## src/rtl/gate_to_pulse.sv

```systemverilog
// Converts an asynchronous stretched gate into one clean pulse plus a measured gate width.
// Short gates are rejected and counted. Input is ignored for a blanking window after reset and briefly after each gate.
//
// state  | meaning
// BLANK  | post-reset window, input ignored
// ARM    | wait for inactive input so a gate already in progress is never caught mid-way
// IDLE   | waiting for a gate
// QUAL   | gate seen, counting toward MIN_W
// ACTIVE | gate qualified, pulse issued, measuring width
// HOLD   | post-gate holdoff, input ignored
module gate_to_pulse #(
    parameter int SYNC_STAGES = 2,
    parameter int MIN_W       = 2,
    parameter int HOLDOFF     = 4,
    parameter int CW          = 8,
    parameter int BLANK       = 240
) (
    input  logic          clk_i,
    input  logic          resetn_i,
    input  logic          polarity_i,
    input  logic          pulse_i,
    output logic          pulse_o,
    output logic          npulse_o,
    output logic [CW-1:0] width_o,
    output logic          width_valid_o,
    output logic [7:0]    glitch_cnt_o,
    output logic          busy_o
);

    localparam int TMAX = (BLANK > HOLDOFF) ? BLANK : HOLDOFF;
    localparam int TW   = $clog2(TMAX + 1);

    localparam logic [TW-1:0] BLANK_LAST = TW'(BLANK - 1);
    localparam logic [TW-1:0] HOLD_LOAD  = TW'(HOLDOFF - 1);
    localparam logic [TW-1:0] T_ONE      = TW'(1);
    localparam logic [CW-1:0] W_ONE      = CW'(1);
    localparam logic [CW-1:0] W_MAX      = {CW{1'b1}};
    localparam logic [CW-1:0] MIN_W_C    = CW'(MIN_W);

    typedef enum logic [2:0] {
        ST_BLANK,
        ST_ARM,
        ST_IDLE,
        ST_QUAL,
        ST_ACTIVE,
        ST_HOLD
    } state_t;

    state_t                 r_state;
    logic [SYNC_STAGES-1:0] r_sync;
    logic                   r_q;
    logic [TW-1:0]          r_tmr;
    logic [CW-1:0]          r_wcnt;
    logic [CW-1:0]          w_wcnt_inc;

    assign w_wcnt_inc = r_wcnt + W_ONE;

    // The polarity compare is registered so q is glitch-free and adds one fixed cycle of latency.
    always_ff @(posedge clk_i or negedge resetn_i) begin
        if (!resetn_i) begin
            r_sync <= '0;
            r_q    <= 1'b0;
        end else begin
            r_sync <= {r_sync[SYNC_STAGES-2:0], pulse_i};
            r_q    <= ~(r_sync[SYNC_STAGES-1] ^ polarity_i);
        end
    end

    always_ff @(posedge clk_i or negedge resetn_i) begin
        if (!resetn_i) begin
            r_state       <= ST_BLANK;
            r_tmr         <= '0;
            r_wcnt        <= '0;
            pulse_o       <= 1'b0;
            npulse_o      <= 1'b1;
            width_o       <= '0;
            width_valid_o <= 1'b0;
            glitch_cnt_o  <= '0;
            busy_o        <= 1'b1;
        end else begin
            pulse_o       <= 1'b0;
            npulse_o      <= 1'b1;
            width_valid_o <= 1'b0;
            case (r_state)
                ST_BLANK: begin
                    if (r_tmr == BLANK_LAST) begin
                        r_tmr   <= '0;
                        r_state <= ST_ARM;
                    end else begin
                        r_tmr <= r_tmr + T_ONE;
                    end
                end
                ST_ARM: begin
                    if (!r_q) begin
                        r_state <= ST_IDLE;
                        busy_o  <= 1'b0;
                    end
                end
                ST_IDLE: begin
                    if (r_q) begin
                        r_wcnt <= W_ONE;
                        busy_o <= 1'b1;
                        if (MIN_W == 1) begin
                            pulse_o  <= 1'b1;
                            npulse_o <= 1'b0;
                            r_state  <= ST_ACTIVE;
                        end else begin
                            r_state <= ST_QUAL;
                        end
                    end
                end
                ST_QUAL: begin
                    if (r_q) begin
                        r_wcnt <= w_wcnt_inc;
                        if (w_wcnt_inc == MIN_W_C) begin
                            pulse_o  <= 1'b1;
                            npulse_o <= 1'b0;
                            r_state  <= ST_ACTIVE;
                        end
                    end else begin
                        r_state <= ST_IDLE;
                        busy_o  <= 1'b0;
                        if (glitch_cnt_o != 8'hFF)
                            glitch_cnt_o <= glitch_cnt_o + 8'd1;
                    end
                end
                ST_ACTIVE: begin
                    if (r_q) begin
                        if (r_wcnt != W_MAX)
                            r_wcnt <= w_wcnt_inc;
                    end else begin
                        width_o       <= r_wcnt;
                        width_valid_o <= 1'b1;
                        r_tmr         <= HOLD_LOAD;
                        r_state       <= ST_HOLD;
                    end
                end
                ST_HOLD: begin
                    if (r_tmr == '0)
                        r_state <= ST_ARM;
                    else
                        r_tmr <= r_tmr - T_ONE;
                end
                default: begin
                    r_state <= ST_BLANK;
                    r_tmr   <= '0;
                    busy_o  <= 1'b1;
                end
            endcase
        end
    end

endmodule

```

## config.mk

```make
export PLATFORM = sky130hd
export DESIGN_NAME = gate_to_pulse
export DESIGN_NICKNAME = d
export VERILOG_FILES = /design/src/rtl/gate_to_pulse.sv
export SDC_FILE = /design/constraint.sdc
export NUM_CORES = 1
export LEC_CHECK = 0
export BUFFER_PORTS_ARGS = -buffer_cell sky130_fd_sc_hd__buf_2
export CORE_ASPECT_RATIO = 0.5
export CORE_UTILIZATION = 25
export CTS_CLUSTER_DIAMETER = 50
export DETAILED_ROUTE_END_ITERATION = 12
export PLACE_DENSITY = 0.39
export SLEW_MARGIN = 20
export SYNTH_ARGS = -nofsm -noshare
export SYNTH_HDL_FRONTEND = slang
export SYNTH_SLANG_ARGS = --single-unit
```

## constraint.sdc

```tcl
create_clock -name clk_i -period 2.2 [get_ports clk_i]
set_clock_uncertainty 0.1 [all_clocks]
set_input_delay 0.66 -clock clk_i [delete_from_list [all_inputs] [get_ports clk_i]]
set_output_delay 0.66 -clock clk_i [all_outputs]
set_load 0.03 [all_outputs]
```

# --- Word level (Yosys, flattened, before mapping) ---
# Index checks and enable logic that the tools add are counted.
op_classes:
  n_mux: 28
  n_reduce_logical: 12
  n_eq_ne: 20
  bitwise: 5
  addsub: 4
op_table:
  columns: ["cell", "count"]
  rows:
  - ["$mux W8", 7]
  - ["$pmux W8 S4", 1]
  - ["$add A8 B1 Y8 const B", 3]
  - ["$pmux W8 S3", 1]
  - ["$mux W3", 7]
  - ["$ne A2 B2 Y1 const B", 10]
  - ["$pmux W3 S6", 1]
  - ["$ne A8 B8 Y1 const B", 2]
  - ["$mux W1", 10]
  - ["$reduce_and A3 Y1", 3]
  - ["$eq A8 B2 Y1 const B", 1]
  - ["$eq A8 B8 Y1 const B", 1]
  - ["$logic_not A8 Y1", 1]
  - ["$sub A8 B1 Y8 const B", 1]
  - ["$eq A3 B2 Y1 const B", 2]
  - ["$eq A3 B3 Y1 const B", 2]
  - ["$reduce_and A6 Y1", 1]
  - ["$reduce_or A3 Y1", 2]
  - ["$reduce_and A5 Y1", 1]
  - ["$not A1 Y1", 4]
  - ["$eq A3 B1 Y1 const B", 1]
  - ["$logic_not A3 Y1", 1]
  - ["$ne A3 B3 Y1 const B", 1]
  - ["$pmux W1 S3", 1]
  - ["4 further kinds", 4]
totals:
  regBits: 42
  wordCells: 80
  out_inout_bits: 20
  inputBits: 4

# --- Longest topological paths before layout ---
# Gate-level depths: netlist of the first run.
depth:
  depth_word: 5
  depth_mapped: 8
  ltp_nobuf: 7

# --- Least setup slack after synthesis of the first run ---
# OpenSTA, ideal clock, no wires.
synth_path:
  kind: "register -> register"
  from: "reg glitch_cnt_o[0]"
  to: "reg glitch_cnt_o[7]"
  synth_period_minus_slack_ps: 1983
  stages_incl_launch_ff: 7
  required_ps: 2020
  arrival_time_ps: 1802
  setup_time_ps: 80
  slack_ps: 217
  cell_sequence: "dfrtp_1 ha_1 and3_1 a211oi_2 nand4_1 nor3_1 xor2_1"
synth_via:
  elab_chain_len: 2
  elab_cells_between_ends: 3
  cone_classes: "1 x add/sub; 1 x eq/ne; 1 x reduce/logical"
synth_lines:
  columns: ["item", "line", "rtl"]
  rows:
  - ["start: declaration", "26", "output logic [7:0] glitch_cnt_o,"]
  - ["start signal: assignment", "124", "glitch_cnt_o <= glitch_cnt_o + 8'd1;"]
  - ["branches (longest 2 deep; another with $add A8 B1 Y8)", null, null]
# Parallel ways; which one is timed is not known.
# A chain may end at the register's enable or synchronous reset.

# --- Worst setup path after layout of the first run ---
layout_path:
  from: "reg r_wcnt[0]"
  to: "reg r_state[0]"
layout_via:
  elab_chain_len: 4
layout_lines:
  columns: ["item", "line", "rtl"]
  rows:
  - ["start: declaration", "53", "logic [CW-1:0] r_wcnt;"]
  - ["start signal: assignment", "114", "r_wcnt <= w_wcnt_inc;"]
  - ["start signal: assignment", "130", "r_wcnt <= w_wcnt_inc;"]
  - ["$add A8 B1 Y8", "56", "assign w_wcnt_inc = r_wcnt + W_ONE;"]
  - ["$eq A8 B2 Y1", "115", "if (w_wcnt_inc == MIN_W_C) begin"]
  - ["$ne A3 B3 Y1 (no source line)", null, null]
  - ["$reduce_and A6 Y1 (no source line)", null, null]
  - ["end signal: assignment", "71", "r_state <= ST_BLANK;"]
  - ["end signal: assignment", "118", "r_state <= ST_ACTIVE;"]
  - ["end signal: assignment", "121", "r_state <= ST_IDLE;"]
  - ["end: declaration", "49", "state_t r_state;"]
# Every way passes these cells.

==> results of run 1 <==
==> worst max-delay path by stage <==
stage	startpoint	cells past startpoint	end	slack [ns]
after detailed placement	r_wcnt[0]$_DFFE_PN0P_	6	r_state[0]$_DFFE_PN0P_	0.15
after floorplan	glitch_cnt_o[0]$_DFFE_PN0P_	6	glitch_cnt_o[7]$_DFFE_PN0P_	0.22
after global placement	r_tmr[0]$_DFFE_PN0P_	7	r_tmr[0]$_DFFE_PN0P_	0.17
after CTS	r_wcnt[0]$_DFFE_PN0P_	6	r_state[0]$_DFFE_PN0P_	0.16
final	r_wcnt[0]$_DFFE_PN0P_	6	r_state[0]$_DFFE_PN0P_	0.17
after global routing	r_wcnt[0]$_DFFE_PN0P_	6	r_state[0]$_DFFE_PN0P_	0.03
==> cell usage after synthesis, drive strengths merged (3+ instances only) <==
master	number
and4	3
clkbuf	8
buf	9
and3	5
xor2	4
mux2	8
nor2	12
a211oi	3
ha	5
nor3b	4
xnor2	9
nand4	3
nor3	6
o31ai	5
o211ai	3
a21oi	9
dfrtp	40
nand3	10
nand2b	6
a31oi	7
o21ai	23
inv	9
nand2	17
==> routing by layer <==
layer / GRT usage [%] / wire (µm) / vias up
met1: 18.5 / 3000 / 930
met2: 18.9 / 2450 / 26
li1: - / - / 946
met3: 2.84 / 149 / 7
met5: 0 / 0 / -
met4: 4.03 / 77 / 0
==> power groups by stage <==
stage	combinational, mW	clock [mW]	sequential (mW)
floorplan	0.0123	0	0.792
global placement	0.0379	0	0.794
detailed placement	0.0376	0	0.795
CTS	0.0380	0.793	0.780
global route	0.0425	0.819	0.781
finish	0.0368	0.755	0.781
==> stage by stage <==
stage          hold WS (ns)  total power, mW
6_report              0.226             1.57
5_1_grt               0.262             1.64
4_1_cts               0.234             1.61
3_5_place_dp          0.258            0.833
3_3_place_gp          0.235            0.832
2_1_floorplan         0.231            0.804
==> cell families after synthesis <==
logic type	Yosys count	synth area share (%)
adders and majority gates	5	2.64
xor gates and xnor gates	13	4.80
AOI/OAI and AO/OA	66	19.2
and+or+nand+nor	81	19.9
buffers and inverters	26	4.85
muxes	9	4.22
DFF	42	44.4
==> flip-flops by register name, indices dropped and copies added, names as in the netlist <==
register	flops
r_state	3
r_wcnt	8
width_o	8
r_q	1
npulse_o	1
glitch_cnt_o	8
pulse_o	1
width_valid_o	1
r_tmr	8
busy_o	1
r_sync	2
==> worst max-delay path: cells and delay by family, from the launching register on <==
kind	cells	cell delay (ns)
AOI/OAI and AO/OA	3	0.61
and+or+nand+nor	2	0.44
adders and majority gates	1	0.27
DFF	1	0.48
==> cell type report <==
class | instances | share of cell area (%)
repair buffers | 44 | 9.90
well taps | 117 | 5.08
inverters | 9 | 1.17
clock buffers | 7 | 4.95
multi-input cells | 174 | 42.1
flip-flops and latches | 42 | 36.6
clock inverters | 1 | 0.174
==> what timing repair did <==
item                       CTS  global route
setup endpoints to repair    0             6
buffers inserted             0             0
gates resized for setup      0             2
==> metrics.txt, run 1 <==
# TYPE chip_impl_metric gauge
chip_impl_metric{name="start_util",unit="%"} 26.5
chip_impl_metric{name="maxCapViolCount",unit=""} 0
chip_impl_metric{name="post-route-cell-area",unit="µm²"} 2880
chip_impl_metric{name="r2r_cell_count",unit=""} 6
chip_impl_metric{name="grt.overflow.total",unit=""} 0
chip_impl_metric{name="rrSetupSlack",unit="ns"} 0.17
chip_impl_info{name="cts_tree",value="done"} 1
chip_impl_metric{name="postSynthCellCount",unit=""} 242
chip_impl_metric{name="sequential_cell_area",unit="µm²"} 1050
chip_impl_metric{name="routabilityCongestion",unit=""} 0.854
chip_impl_metric{name="timing_max_transition_violations_final",unit=""} 0
chip_impl_metric{name="netlist.area_leader.share",unit="%"} 42.2
chip_impl_metric{name="timing.slew.headroom",unit="%"} 65.4
chip_impl_info{name="critPathCaptureType",value="register"} 1
chip_impl_metric{name="sw_ratio",unit="%"} 21.2
chip_impl_metric{name="die_area",unit="µm²"} 9900
chip_impl_info{name="hold_path.class",value="in2async"} 1
chip_impl_metric{name="port_buffers",unit=""} 23
chip_impl_metric{name="fp-row-count",unit=""} 24
chip_impl_metric{name="area_of_the_multi_input_gates",unit="µm²"} 1210
chip_impl_info{name="regToRegEndpoint",value="r_state[0]$_DFFE_PN0P_"} 1
chip_impl_metric{name="synth_enable_flop_cells",unit=""} 0
chip_impl_info{name="category_of_the_worst_setup_path_launch_point",value="register"} 1
chip_impl_metric{name="grt_use_total",unit="%"} 12.8
chip_impl_metric{name="dr.first_iter.drc_count",unit=""} 119
chip_impl_metric{name="yosysWarningCount",unit=""} 0
chip_impl_metric{name="initial_antenna_violation_count",unit=""} 0
chip_impl_metric{name="share_comb_of_total_power",unit="%"} 2.3
chip_impl_metric{name="first_pass_iters",unit=""} 4
chip_impl_metric{name="place_worst_setup_slack",unit="ns"} 0.154
chip_impl_metric{name="clock_tree.buffer_depth",unit=""} 2
chip_impl_metric{name="avgViaCountPerCell",unit=""} 4.85
chip_impl_info{name="cts.root.buffer_cell",value="sky130_fd_sc_hd__clkbuf_16"} 1
chip_impl_info{name="final_cell_mix",value="sky130_fd_sc_hd__dfrtp_1, sky130_fd_sc_hd__buf_2, sky130_fd_sc_hd__o21ai_0, sky130_fd_sc_hd__buf_4, sky130_fd_sc_hd__nand2_1"} 1
chip_impl_metric{name="layout-drive-gt1-share",unit="%"} 27.1
chip_impl_metric{name="die-height",unit="µm"} 70.9
chip_impl_info{name="rsz0062_at_grt",value="no"} 1
chip_impl_metric{name="via_count",unit=""} 1909
chip_impl_info{name="path_cells",value="ha_1 -> and3_2 -> a31oi_1 -> a2111oi_2 -> nand2b_1 -> a21oi_1"} 1
chip_impl_metric{name="setup-violations-final",unit=""} 0
chip_impl_metric{name="cp_slowest_stage_delay",unit="ns"} 0.48
chip_impl_metric{name="worst_skew_pair.late_latency",unit="ns"} 0.29
chip_impl_metric{name="final_critical_period",unit="ns"} 2.03
chip_impl_metric{name="netlist_area",unit="µm²"} 2370
chip_impl_metric{name="worst_pin_slew",unit="ns"} 0.519
chip_impl_metric{name="power.net_switching",unit="mW"} 0.333
chip_impl_metric{name="post-route-drc-count",unit=""} 0
chip_impl_info{name="dominantRegCellSynth",value="sky130_fd_sc_hd__dfrtp_1"} 1
chip_impl_metric{name="p_per_area",unit="nW/µm²"} 546
chip_impl_metric{name="ys_seq_elements",unit=""} 42
chip_impl_metric{name="max_freq",unit="GHz"} 0.493
chip_impl_metric{name="synth-async-reset-ratio",unit="%"} 100
chip_impl_metric{name="intPower",unit="mW"} 1.24
chip_impl_info{name="run_status",value="completed"} 1
chip_impl_info{name="final_common_cell",value="sky130_fd_sc_hd__dfrtp_1"} 1
chip_impl_metric{name="cts-htree-levels",unit=""} 2
chip_impl_metric{name="final_core_util",unit="%"} 32.2
chip_impl_metric{name="first_global_vias",unit=""} 1874
chip_impl_metric{name="dp_hpwl",unit="µm"} 4000
chip_impl_metric{name="first_pass_grt_wire_length",unit="µm"} 9920
chip_impl_metric{name="wirelength",unit="µm"} 5680
chip_impl_info{name="post_synth_main_area_contributors",value="sky130_fd_sc_hd__dfrtp_1, sky130_fd_sc_hd__o21ai_0, sky130_fd_sc_hd__mux2_2"} 1
chip_impl_info{name="critical_path_class",value="reg2reg"} 1
chip_impl_metric{name="fin_tns_setup",unit="ns"} 0
chip_impl_metric{name="placedInstanceArea",unit="µm²"} 2720
chip_impl_metric{name="postCtsHoldBufs",unit=""} 0
chip_impl_metric{name="coreArea",unit="µm²"} 8950
chip_impl_metric{name="power.sequential.fraction",unit="%"} 49.7
chip_impl_metric{name="clkPwrFrac",unit="%"} 48.0
chip_impl_metric{name="post-place-cells",unit=""} 386
chip_impl_metric{name="postRouteAntennaNets",unit=""} 0
chip_impl_metric{name="avg_wl_per_cell",unit="µm"} 14.4
chip_impl_info{name="critical-path-slowest-cell",value="sky130_fd_sc_hd__dfrtp_1"} 1
chip_impl_metric{name="ys_seq_area_share",unit="%"} 44.4
chip_impl_metric{name="ys_types",unit=""} 59
chip_impl_info{name="synth_area_leader_cell",value="sky130_fd_sc_hd__dfrtp_1"} 1
chip_impl_metric{name="diodes",unit=""} 0
chip_impl_metric{name="fin_nets",unit=""} 285
chip_impl_metric{name="io-pin-count",unit=""} 24
chip_impl_metric{name="dieWidth",unit="µm"} 140
chip_impl_metric{name="power.static_leakage",unit="nW"} 1.31
chip_impl_metric{name="layout.cells.non_filler",unit=""} 394
chip_impl_metric{name="postSynthNetCount",unit=""} 251
chip_impl_metric{name="final.fill_count",unit=""} 933
chip_impl_metric{name="timing.final.crit_share",unit="%"} 92.1
chip_impl_metric{name="timing.critical_path.required",unit="ns"} 2.27
chip_impl_metric{name="finalHoldViolations",unit=""} 0
chip_impl_metric{name="area.growth.synth_to_final",unit="%"} 21.5
chip_impl_metric{name="arrival",unit="ns"} 2.10
chip_impl_metric{name="path_clk_slew",unit="ns"} 0.06
chip_impl_metric{name="grt_max_degree",unit=""} 25
chip_impl_metric{name="final_critical_path_setup_slack",unit="ns"} 0.173
chip_impl_info{name="worstReg2RegStart",value="r_wcnt[0]$_DFFE_PN0P_"} 1
chip_impl_metric{name="worst_path_fanout_max",unit=""} 9
chip_impl_metric{name="vdd_ir_drop_max",unit="mV"} 0.227
chip_impl_metric{name="cts.sink_count",unit=""} 42
chip_impl_metric{name="synthesis.area_per_instance",unit="µm²"} 9.80
chip_impl_metric{name="numCtsBuffers",unit=""} 5
Power figures use the tool's default switching activity.
==> inputs of run 2 (changes only) <==
--- a/config.mk
+++ b/config.mk
@@ -6,10 +6,10 @@
 export NUM_CORES = 1
 export LEC_CHECK = 0
 export BUFFER_PORTS_ARGS = -buffer_cell sky130_fd_sc_hd__buf_2
-export CORE_ASPECT_RATIO = 0.5
 export CORE_UTILIZATION = 25
 export CTS_CLUSTER_DIAMETER = 50
 export DETAILED_ROUTE_END_ITERATION = 12
+export GPL_TIMING_DRIVEN = 0
 export PLACE_DENSITY = 0.39
 export SLEW_MARGIN = 20
 export SYNTH_ARGS = -nofsm -noshare
==> constraint.sdc (replaced) <==
create_clock -name clk_i -period 1.95 [get_ports clk_i]
set_clock_uncertainty 0.1 [all_clocks]
set_input_delay 0.585 -clock clk_i [delete_from_list [all_inputs] [get_ports clk_i]]
set_output_delay 0.585 -clock clk_i [all_outputs]
set_load 0.03 [all_outputs]
==> run 2 against run 1 <==
Effect of this change: non-clock buffer count is 7 higher; setup slack worse by 0.14 ns; total power is 4.4% higher; clock-buffer cell count is 1 lower; final area is 3.6% higher; core utilization is 0.25 points higher; sequential share of layout area is 1.0 points lower; maximum frequency is 5.6% higher; largest cell class unchanged; clock power is 4.2% lower; first-iteration DRC count is 0.84% higher.
==> metrics.txt, run 2 (synthesis gave the netlist of run 1 again) <==
# TYPE chip_impl_metric gauge
chip_impl_metric{name="finalHoldViolations",unit=""} 0
chip_impl_metric{name="area.growth.synth_to_final",unit="%"} 25.8
chip_impl_metric{name="coreArea",unit="µm²"} 9200
chip_impl_metric{name="io-pin-count",unit=""} 24
chip_impl_metric{name="cts.sink_count",unit=""} 42
chip_impl_metric{name="die-height",unit="µm"} 99.4
chip_impl_info{name="category_of_the_worst_setup_path_launch_point",value="register"} 1
chip_impl_metric{name="initial_antenna_violation_count",unit=""} 0
chip_impl_metric{name="path_clk_slew",unit="ns"} 0.10
chip_impl_metric{name="buffers_inverters_on_critical_path",unit=""} 1
chip_impl_metric{name="numCtsBuffers",unit=""} 5
chip_impl_info{name="regToRegEndpoint",value="r_state[0]$_DFFE_PN0P_"} 1
chip_impl_metric{name="power.static_leakage",unit="nW"} 1.31
chip_impl_metric{name="post-route-cell-area",unit="µm²"} 2980
chip_impl_metric{name="maxCapViolCount",unit=""} 0
chip_impl_metric{name="post-route-drc-count",unit=""} 0
chip_impl_metric{name="placedInstanceArea",unit="µm²"} 2630
chip_impl_metric{name="routabilityCongestion",unit=""} 0.755
chip_impl_metric{name="clock_tree.buffer_depth",unit=""} 2
chip_impl_metric{name="fp-row-count",unit=""} 35
chip_impl_metric{name="worst_skew_pair.late_latency",unit="ns"} 0.31
chip_impl_metric{name="final.fill_count",unit=""} 965
chip_impl_metric{name="grt_use_total",unit="%"} 12.4
chip_impl_metric{name="worst_pin_slew",unit="ns"} 0.563
chip_impl_info{name="critical_path.top_delay_family",value="compound AO/OA/AOI/OAI gates"} 1
chip_impl_metric{name="power",unit="mW"} 1.64
chip_impl_metric{name="arrival",unit="ns"} 2.01
chip_impl_metric{name="start_util",unit="%"} 25.8
chip_impl_metric{name="port_buffers",unit=""} 23
chip_impl_metric{name="timing.slew.headroom",unit="%"} 62.5
chip_impl_info{name="hold_path.class",value="in2async"} 1
chip_impl_info{name="critPathCaptureType",value="register"} 1
chip_impl_info{name="critical-path-slowest-cell",value="sky130_fd_sc_hd__dfrtp_2"} 1
chip_impl_metric{name="max_freq",unit="GHz"} 0.521
chip_impl_metric{name="first_global_vias",unit=""} 1872
chip_impl_metric{name="die_area",unit="µm²"} 9880
chip_impl_info{name="most_used_layer_global_route",value="met2"} 1
chip_impl_metric{name="fin_nets",unit=""} 292
chip_impl_metric{name="globalRouteMet2Util",unit="%"} 19.0
chip_impl_metric{name="first_pass_grt_wire_length",unit="µm"} 9650
chip_impl_metric{name="dp_hpwl",unit="µm"} 3670
chip_impl_metric{name="grt.overflow.total",unit=""} 0
chip_impl_metric{name="avg_wl_per_cell",unit="µm"} 14.2
chip_impl_metric{name="cp_slowest_stage_delay",unit="ns"} 0.47
chip_impl_metric{name="via_count",unit=""} 1921
chip_impl_metric{name="timing.final.crit_share",unit="%"} 98.4
chip_impl_info{name="cts_tree",value="done"} 1
chip_impl_metric{name="rrSetupSlack",unit="ns"} 0.03
chip_impl_metric{name="cts-htree-levels",unit=""} 2
chip_impl_metric{name="fin_tns_setup",unit="ns"} 0
chip_impl_metric{name="dieWidth",unit="µm"} 99.4
chip_impl_info{name="path_cells",value="buf_6 -> and4_4 -> a211o_1 -> a2111oi_4 -> nand2b_4 -> a21oi_2"} 1
chip_impl_metric{name="layout-drive-gt1-share",unit="%"} 35.2
chip_impl_metric{name="vdd_ir_drop_max",unit="mV"} 0.346
chip_impl_info{name="final_common_cell",value="sky130_fd_sc_hd__dfrtp_1"} 1
chip_impl_info{name="run_status",value="completed"} 1
chip_impl_metric{name="setup-violations-final",unit=""} 0
chip_impl_metric{name="dr.first_iter.drc_count",unit=""} 120
chip_impl_metric{name="first_pass_iters",unit=""} 4
chip_impl_metric{name="wirelength",unit="µm"} 5610
chip_impl_info{name="cts.root.buffer_cell",value="sky130_fd_sc_hd__clkbuf_8"} 1
chip_impl_metric{name="p_per_area",unit="nW/µm²"} 550
chip_impl_info{name="critical_path_class",value="reg2reg"} 1
chip_impl_metric{name="gr-usage-met3",unit="%"} 3.37
chip_impl_info{name="worstReg2RegStart",value="r_wcnt[1]$_DFFE_PN0P_"} 1
chip_impl_metric{name="postRouteAntennaNets",unit=""} 0
chip_impl_info{name="final_cell_mix",value="sky130_fd_sc_hd__dfrtp_1, sky130_fd_sc_hd__buf_2, sky130_fd_sc_hd__o21ai_0, sky130_fd_sc_hd__nand2_1, sky130_fd_sc_hd__buf_4"} 1
chip_impl_info{name="rsz0062_at_grt",value="yes"} 1
chip_impl_metric{name="final_critical_period",unit="ns"} 1.92
chip_impl_metric{name="timing.critical_path.required",unit="ns"} 2.04
chip_impl_metric{name="groute.layer.met1.usage",unit="%"} 17.3
chip_impl_metric{name="r2r_cell_count",unit=""} 6
chip_impl_metric{name="avgViaCountPerCell",unit=""} 4.86
chip_impl_metric{name="grt_max_degree",unit=""} 43
chip_impl_metric{name="timing_max_transition_violations_final",unit=""} 0
chip_impl_metric{name="worst_path_fanout_max",unit=""} 6
chip_impl_metric{name="diodes",unit=""} 0
run 2: changes by cell type in the layout (fill, tap and decap cells not counted), moves of 4 or more:
cell	delta
sky130_fd_sc_hd__dfrtp_2	+6
sky130_fd_sc_hd__buf_4	-5
sky130_fd_sc_hd__clkbuf_16	-5
sky130_fd_sc_hd__clkbuf_1	+4
sky130_fd_sc_hd__dfrtp_1	-6
sky130_fd_sc_hd__clkbuf_8	+4
sky130_fd_sc_hd__buf_2	+6
run 2: worst max-delay path by stage:
stage,end,startpoint,cells after the start
global route,r_tmr[3]$_DFFE_PN0P_,r_tmr[1]$_DFFE_PN0P_,6
finish,r_state[0]$_DFFE_PN0P_,r_wcnt[1]$_DFFE_PN0P_,6
CTS,r_tmr[5]$_DFFE_PN0P_,r_tmr[0]$_DFFE_PN0P_,7
floorplan,glitch_cnt_o[7]$_DFFE_PN0P_,glitch_cnt_o[0]$_DFFE_PN0P_,6
global placement,r_wcnt[1]$_DFFE_PN0P_,r_wcnt[0]$_DFFE_PN0P_,6
detailed placement,r_wcnt[1]$_DFFE_PN0P_,r_wcnt[0]$_DFFE_PN0P_,6
run 2: report_power, final:
| part | switching [mW] | leakage, nW | internal, mW |
|---|---|---|---|
| Sequential | 0.00133 | 0.550 | 0.874 |
| Combinational | 0.0311 | 0.712 | 0.0110 |
| Clock | 0.340 | 0.0514 | 0.383 |
run 2: through the flow:
| stage | setup slack [ns] | util [%] | hold slack (ns) | instances |
|---|---|---|---|---|
| after global placement | -0.274 | 28.6 | 0.235 | 376 |
| final | 0.0312 | 32.4 | 0.160 | 395 |
| after floorplan | 0.0264 | - | 0.189 | 242 |
| after global routing | -0.0283 | 32.4 | 0.219 | 395 |
| after detailed placement | -0.263 | 28.6 | 0.239 | 376 |
| after CTS | 0.00590 | 30.7 | 0.260 | 389 |
run 2: repair_timing:
item                                    4_1_cts  5_1_grt
hold buffers                                  0        0
endpoints found under the setup margin       23       29
buffers inserted                              6        9
resized for setup                            13       22
hold endpoints to repair                      0        0
pin swaps                                     3        8
run 2: layout make-up:
| type | count | area, µm² | area share [%] |
|---|---|---|---|
| Timing Repair Buffer | 38 | 234 | 7.84 |
| Clock buffer | 6 | 72.6 | 2.43 |
| Multi-Input combinational cell | 174 | 1340 | 44.9 |
| Clock inverter | 2 | 37.5 | 1.26 |
| Sequential cell | 42 | 1060 | 35.6 |
| Tap cell | 111 | 139 | 4.66 |
| Buffer | 13 | 66.3 | 2.22 |
| Inverter | 9 | 33.8 | 1.13 |
run 2: layer usage:
layer / vias to the layer above / part of all wire [%] / routed length, µm
li1: 964 / - / -
met1: 926 / 51 / 2880
met2: 27 / 45 / 2530
met3: 4 / 2.6 / 146
met4: 0 / 0.87 / 49
met5: - / 0 / 0
==> inputs of run 3 (changes only) <==
--- a/config.mk
+++ b/config.mk
@@ -10,7 +10,8 @@
 export CTS_CLUSTER_DIAMETER = 50
 export DETAILED_ROUTE_END_ITERATION = 12
 export GPL_TIMING_DRIVEN = 0
-export PLACE_DENSITY = 0.39
+export PLACE_DENSITY = 0.52
+export SETUP_SLACK_MARGIN = 0.15
 export SLEW_MARGIN = 20
 export SYNTH_ARGS = -nofsm -noshare
 export SYNTH_HDL_FRONTEND = slang
==> run 3 against run 2 <==
Effect of this change: core utilization rose by 2.4 points; worst hold slack improved by 0.10 ns; wire length is 0.59% higher; via count grew 4.8%; die area unchanged; non-clock buffer count up 17; register-to-register slack better by 0.12 ns; critical path type unchanged.
==> metrics.txt, run 3 (synthesis gave the netlist of run 1 again) <==
# TYPE chip_impl_metric gauge
chip_impl_metric{name="io-pin-count",unit=""} 24
chip_impl_metric{name="first_pass_iters",unit=""} 5
chip_impl_metric{name="timing.slew.headroom",unit="%"} 38.3
chip_impl_metric{name="sequential_cell_area",unit="µm²"} 1060
chip_impl_metric{name="rrSetupSlack",unit="ns"} 0.15
chip_impl_info{name="setup.worst_path.end",value="r_tmr[3]$_DFFE_PN0P_"} 1
chip_impl_info{name="cts.root.buffer_cell",value="sky130_fd_sc_hd__clkbuf_8"} 1
chip_impl_metric{name="arrival",unit="ns"} 1.92
chip_impl_metric{name="post-route-drc-count",unit=""} 0
chip_impl_metric{name="post-place-cells",unit=""} 376
chip_impl_metric{name="coreArea",unit="µm²"} 9200
chip_impl_info{name="critPathCaptureType",value="register"} 1
chip_impl_metric{name="final.fill_count",unit=""} 931
chip_impl_metric{name="fin_tns_setup",unit="ns"} 0
chip_impl_metric{name="final_critical_path_setup_slack",unit="ns"} 0.149
chip_impl_metric{name="place_worst_setup_slack",unit="ns"} -0.181
chip_impl_metric{name="initial_antenna_violation_count",unit=""} 0
chip_impl_metric{name="avg_wl_per_cell",unit="µm"} 13.7
chip_impl_metric{name="dr.first_iter.drc_count",unit=""} 65
chip_impl_metric{name="p_per_area",unit="nW/µm²"} 508
chip_impl_metric{name="postCtsHoldBufs",unit=""} 0
chip_impl_metric{name="wirelength",unit="µm"} 5640
chip_impl_info{name="regToRegEndpoint",value="r_tmr[3]$_DFFE_PN0P_"} 1
chip_impl_metric{name="clkPwrFrac",unit="%"} 44.0
chip_impl_metric{name="layout-drive-gt1-share",unit="%"} 42.9
chip_impl_metric{name="timing_max_transition_violations_final",unit=""} 0
chip_impl_metric{name="routabilityCongestion",unit=""} 0.800
chip_impl_info{name="worstSetupStartpoint",value="r_tmr[1]$_DFFE_PN0P_"} 1
chip_impl_metric{name="sw_ratio",unit="%"} 20.2
chip_impl_metric{name="fp-row-count",unit=""} 35
chip_impl_metric{name="dp_hpwl",unit="µm"} 3530
chip_impl_metric{name="area.growth.synth_to_final",unit="%"} 35.3
chip_impl_metric{name="maxCapViolCount",unit=""} 0
chip_impl_metric{name="worstHoldPathCells",unit=""} 0
chip_impl_metric{name="finalHoldViolations",unit=""} 0
chip_impl_metric{name="first_pass_grt_wire_length",unit="µm"} 9360
chip_impl_metric{name="timing.critical_path.required",unit="ns"} 2.07
chip_impl_metric{name="avgViaCountPerCell",unit=""} 4.89
chip_impl_metric{name="fin_nets",unit=""} 309
chip_impl_metric{name="diodes",unit=""} 0
chip_impl_info{name="rsz0062_at_grt",value="yes"} 1
chip_impl_metric{name="power.net_switching",unit="mW"} 0.330
chip_impl_info{name="category_of_the_worst_setup_path_launch_point",value="register"} 1
chip_impl_metric{name="post-route-cell-area",unit="µm²"} 3210
chip_impl_metric{name="intPower",unit="mW"} 1.30
chip_impl_metric{name="dieWidth",unit="µm"} 99.4
chip_impl_info{name="run_status",value="completed"} 1
chip_impl_info{name="final_common_cell",value="sky130_fd_sc_hd__dfrtp_1"} 1
chip_impl_metric{name="worst_skew_pair.late_latency",unit="ns"} 0.29
chip_impl_metric{name="layout.cells.non_filler",unit=""} 412
chip_impl_metric{name="max_freq",unit="GHz"} 0.555
chip_impl_metric{name="die-height",unit="µm"} 99.4
chip_impl_metric{name="timing.final.crit_share",unit="%"} 92.4
chip_impl_metric{name="grt_use_total",unit="%"} 11.8
chip_impl_metric{name="cts.sink_count",unit=""} 42
chip_impl_metric{name="grt.overflow.total",unit=""} 0
chip_impl_info{name="hold_path.class",value="reg2reg"} 1
chip_impl_metric{name="power",unit="mW"} 1.63
chip_impl_metric{name="clock_tree.buffer_depth",unit=""} 2
chip_impl_metric{name="power.static_leakage",unit="nW"} 1.42
chip_impl_metric{name="final_critical_period",unit="ns"} 1.80
chip_impl_metric{name="setup-violations-final",unit=""} 0
chip_impl_metric{name="start_util",unit="%"} 25.8
chip_impl_metric{name="r2r_cell_count",unit=""} 9
chip_impl_metric{name="via_count",unit=""} 2014
chip_impl_metric{name="first_global_vias",unit=""} 1934
chip_impl_info{name="cts_tree",value="done"} 1
chip_impl_metric{name="area_of_the_multi_input_gates",unit="µm²"} 1400
chip_impl_metric{name="worst_pin_slew",unit="ns"} 0.926
chip_impl_metric{name="grt_max_degree",unit=""} 43
chip_impl_metric{name="path_clk_slew",unit="ns"} 0.08
chip_impl_metric{name="numCtsBuffers",unit=""} 5
chip_impl_metric{name="die_area",unit="µm²"} 9880
chip_impl_metric{name="power.sequential.fraction",unit="%"} 53.7
chip_impl_metric{name="port_buffers",unit=""} 23
chip_impl_metric{name="worst_path_fanout_max",unit=""} 4
chip_impl_metric{name="cts-htree-levels",unit=""} 2
chip_impl_metric{name="vdd_ir_drop_max",unit="mV"} 0.386
chip_impl_info{name="worstReg2RegStart",value="r_tmr[1]$_DFFE_PN0P_"} 1
chip_impl_info{name="final_cell_mix",value="sky130_fd_sc_hd__dfrtp_1, sky130_fd_sc_hd__buf_2, sky130_fd_sc_hd__buf_4, sky130_fd_sc_hd__nand2_1, sky130_fd_sc_hd__o21ai_0"} 1
chip_impl_info{name="critical_path_class",value="reg2reg"} 1
chip_impl_metric{name="postRouteAntennaNets",unit=""} 0
chip_impl_metric{name="placedInstanceArea",unit="µm²"} 2710
chip_impl_metric{name="share_comb_of_total_power",unit="%"} 2.3
-- run 3: cell types whose count changed in the layout (fill, tap and decap cells not counted), sizes merged --
cell      change
buf          +16
clkbuf        +2
clkinvlp      -1
-- run 3: how the worst min path moves through the flow --
stage | startpoint | endpoint | slack [ns]
final | r_sync[0]$_DFF_PN0_ | r_sync[1]$_DFF_PN0_ | 0.26
after global routing | pulse_i | r_sync[0]$_DFF_PN0_ | 0.27
after CTS | r_sync[0]$_DFF_PN0_ | r_sync[1]$_DFF_PN0_ | 0.26
after detailed placement | r_sync[0]$_DFF_PN0_ | r_sync[1]$_DFF_PN0_ | 0.24
after global placement | r_sync[0]$_DFF_PN0_ | r_sync[1]$_DFF_PN0_ | 0.24
after floorplan | resetn_i | glitch_cnt_o[0]$_DFFE_PN0P_ | 0.19
-- run 3: power by group through the flow --
stage          Sequential, mW  Clock [mW]  Combinational, mW
2_1_floorplan           0.893           0             0.0139
3_3_place_gp            0.893           0             0.0365
3_5_place_dp            0.893           0             0.0371
4_1_cts                 0.876       0.742             0.0383
5_1_grt                 0.876       0.778             0.0434
6_report                0.876       0.718             0.0370
-- run 3: area by class of cell --
class	count	share of cell area [%]
Timing Repair Buffer	51	10.6
Sequential cell	42	33.1
Buffer	17	3.82
Inverter	9	1.05
Clock inverter	1	0.936
Clock buffer	7	2.69
Multi-Input combinational cell	174	43.5
Tap cell	111	4.33
-- run 3: routing by layer --
metal  wire, µm  global-route usage, %
met2       2790                   19.6
met5          0                      0
met4         76                   3.73
met3        139                   1.90
met1       2630                   15.6
-- run 3: worst max-delay path, stage by stage, from the launching register on --
cell	delay, ns
sky130_fd_sc_hd__dfrtp_1	0.42
sky130_fd_sc_hd__inv_2	0.08
sky130_fd_sc_hd__ha_4	0.14
sky130_fd_sc_hd__nor4b_4	0.23
sky130_fd_sc_hd__buf_4	0.18
sky130_fd_sc_hd__a21oi_4	0.06
sky130_fd_sc_hd__a211oi_4	0.21
sky130_fd_sc_hd__buf_6	0.15
sky130_fd_sc_hd__o21ai_0	0.07
sky130_fd_sc_hd__o21ai_0	0.08
-- run 3: stage by stage --
stage,hold slack [ns],util (%)
2_1_floorplan,0.189,-
3_3_place_gp,0.239,29.5
3_5_place_dp,0.243,29.5
4_1_cts,0.263,33.5
5_1_grt,0.271,34.9
6_report,0.260,34.9
-- run 3: timing repair --
| action | 4_1_cts | 5_1_grt |
|---|---|---|
| resized for setup | 31 | 30 |
| pin swaps | 10 | 13 |
| setup buffers | 21 | 7 |
| setup endpoints to repair | 31 | 31 |
| hold endpoints to repair | 0 | 0 |
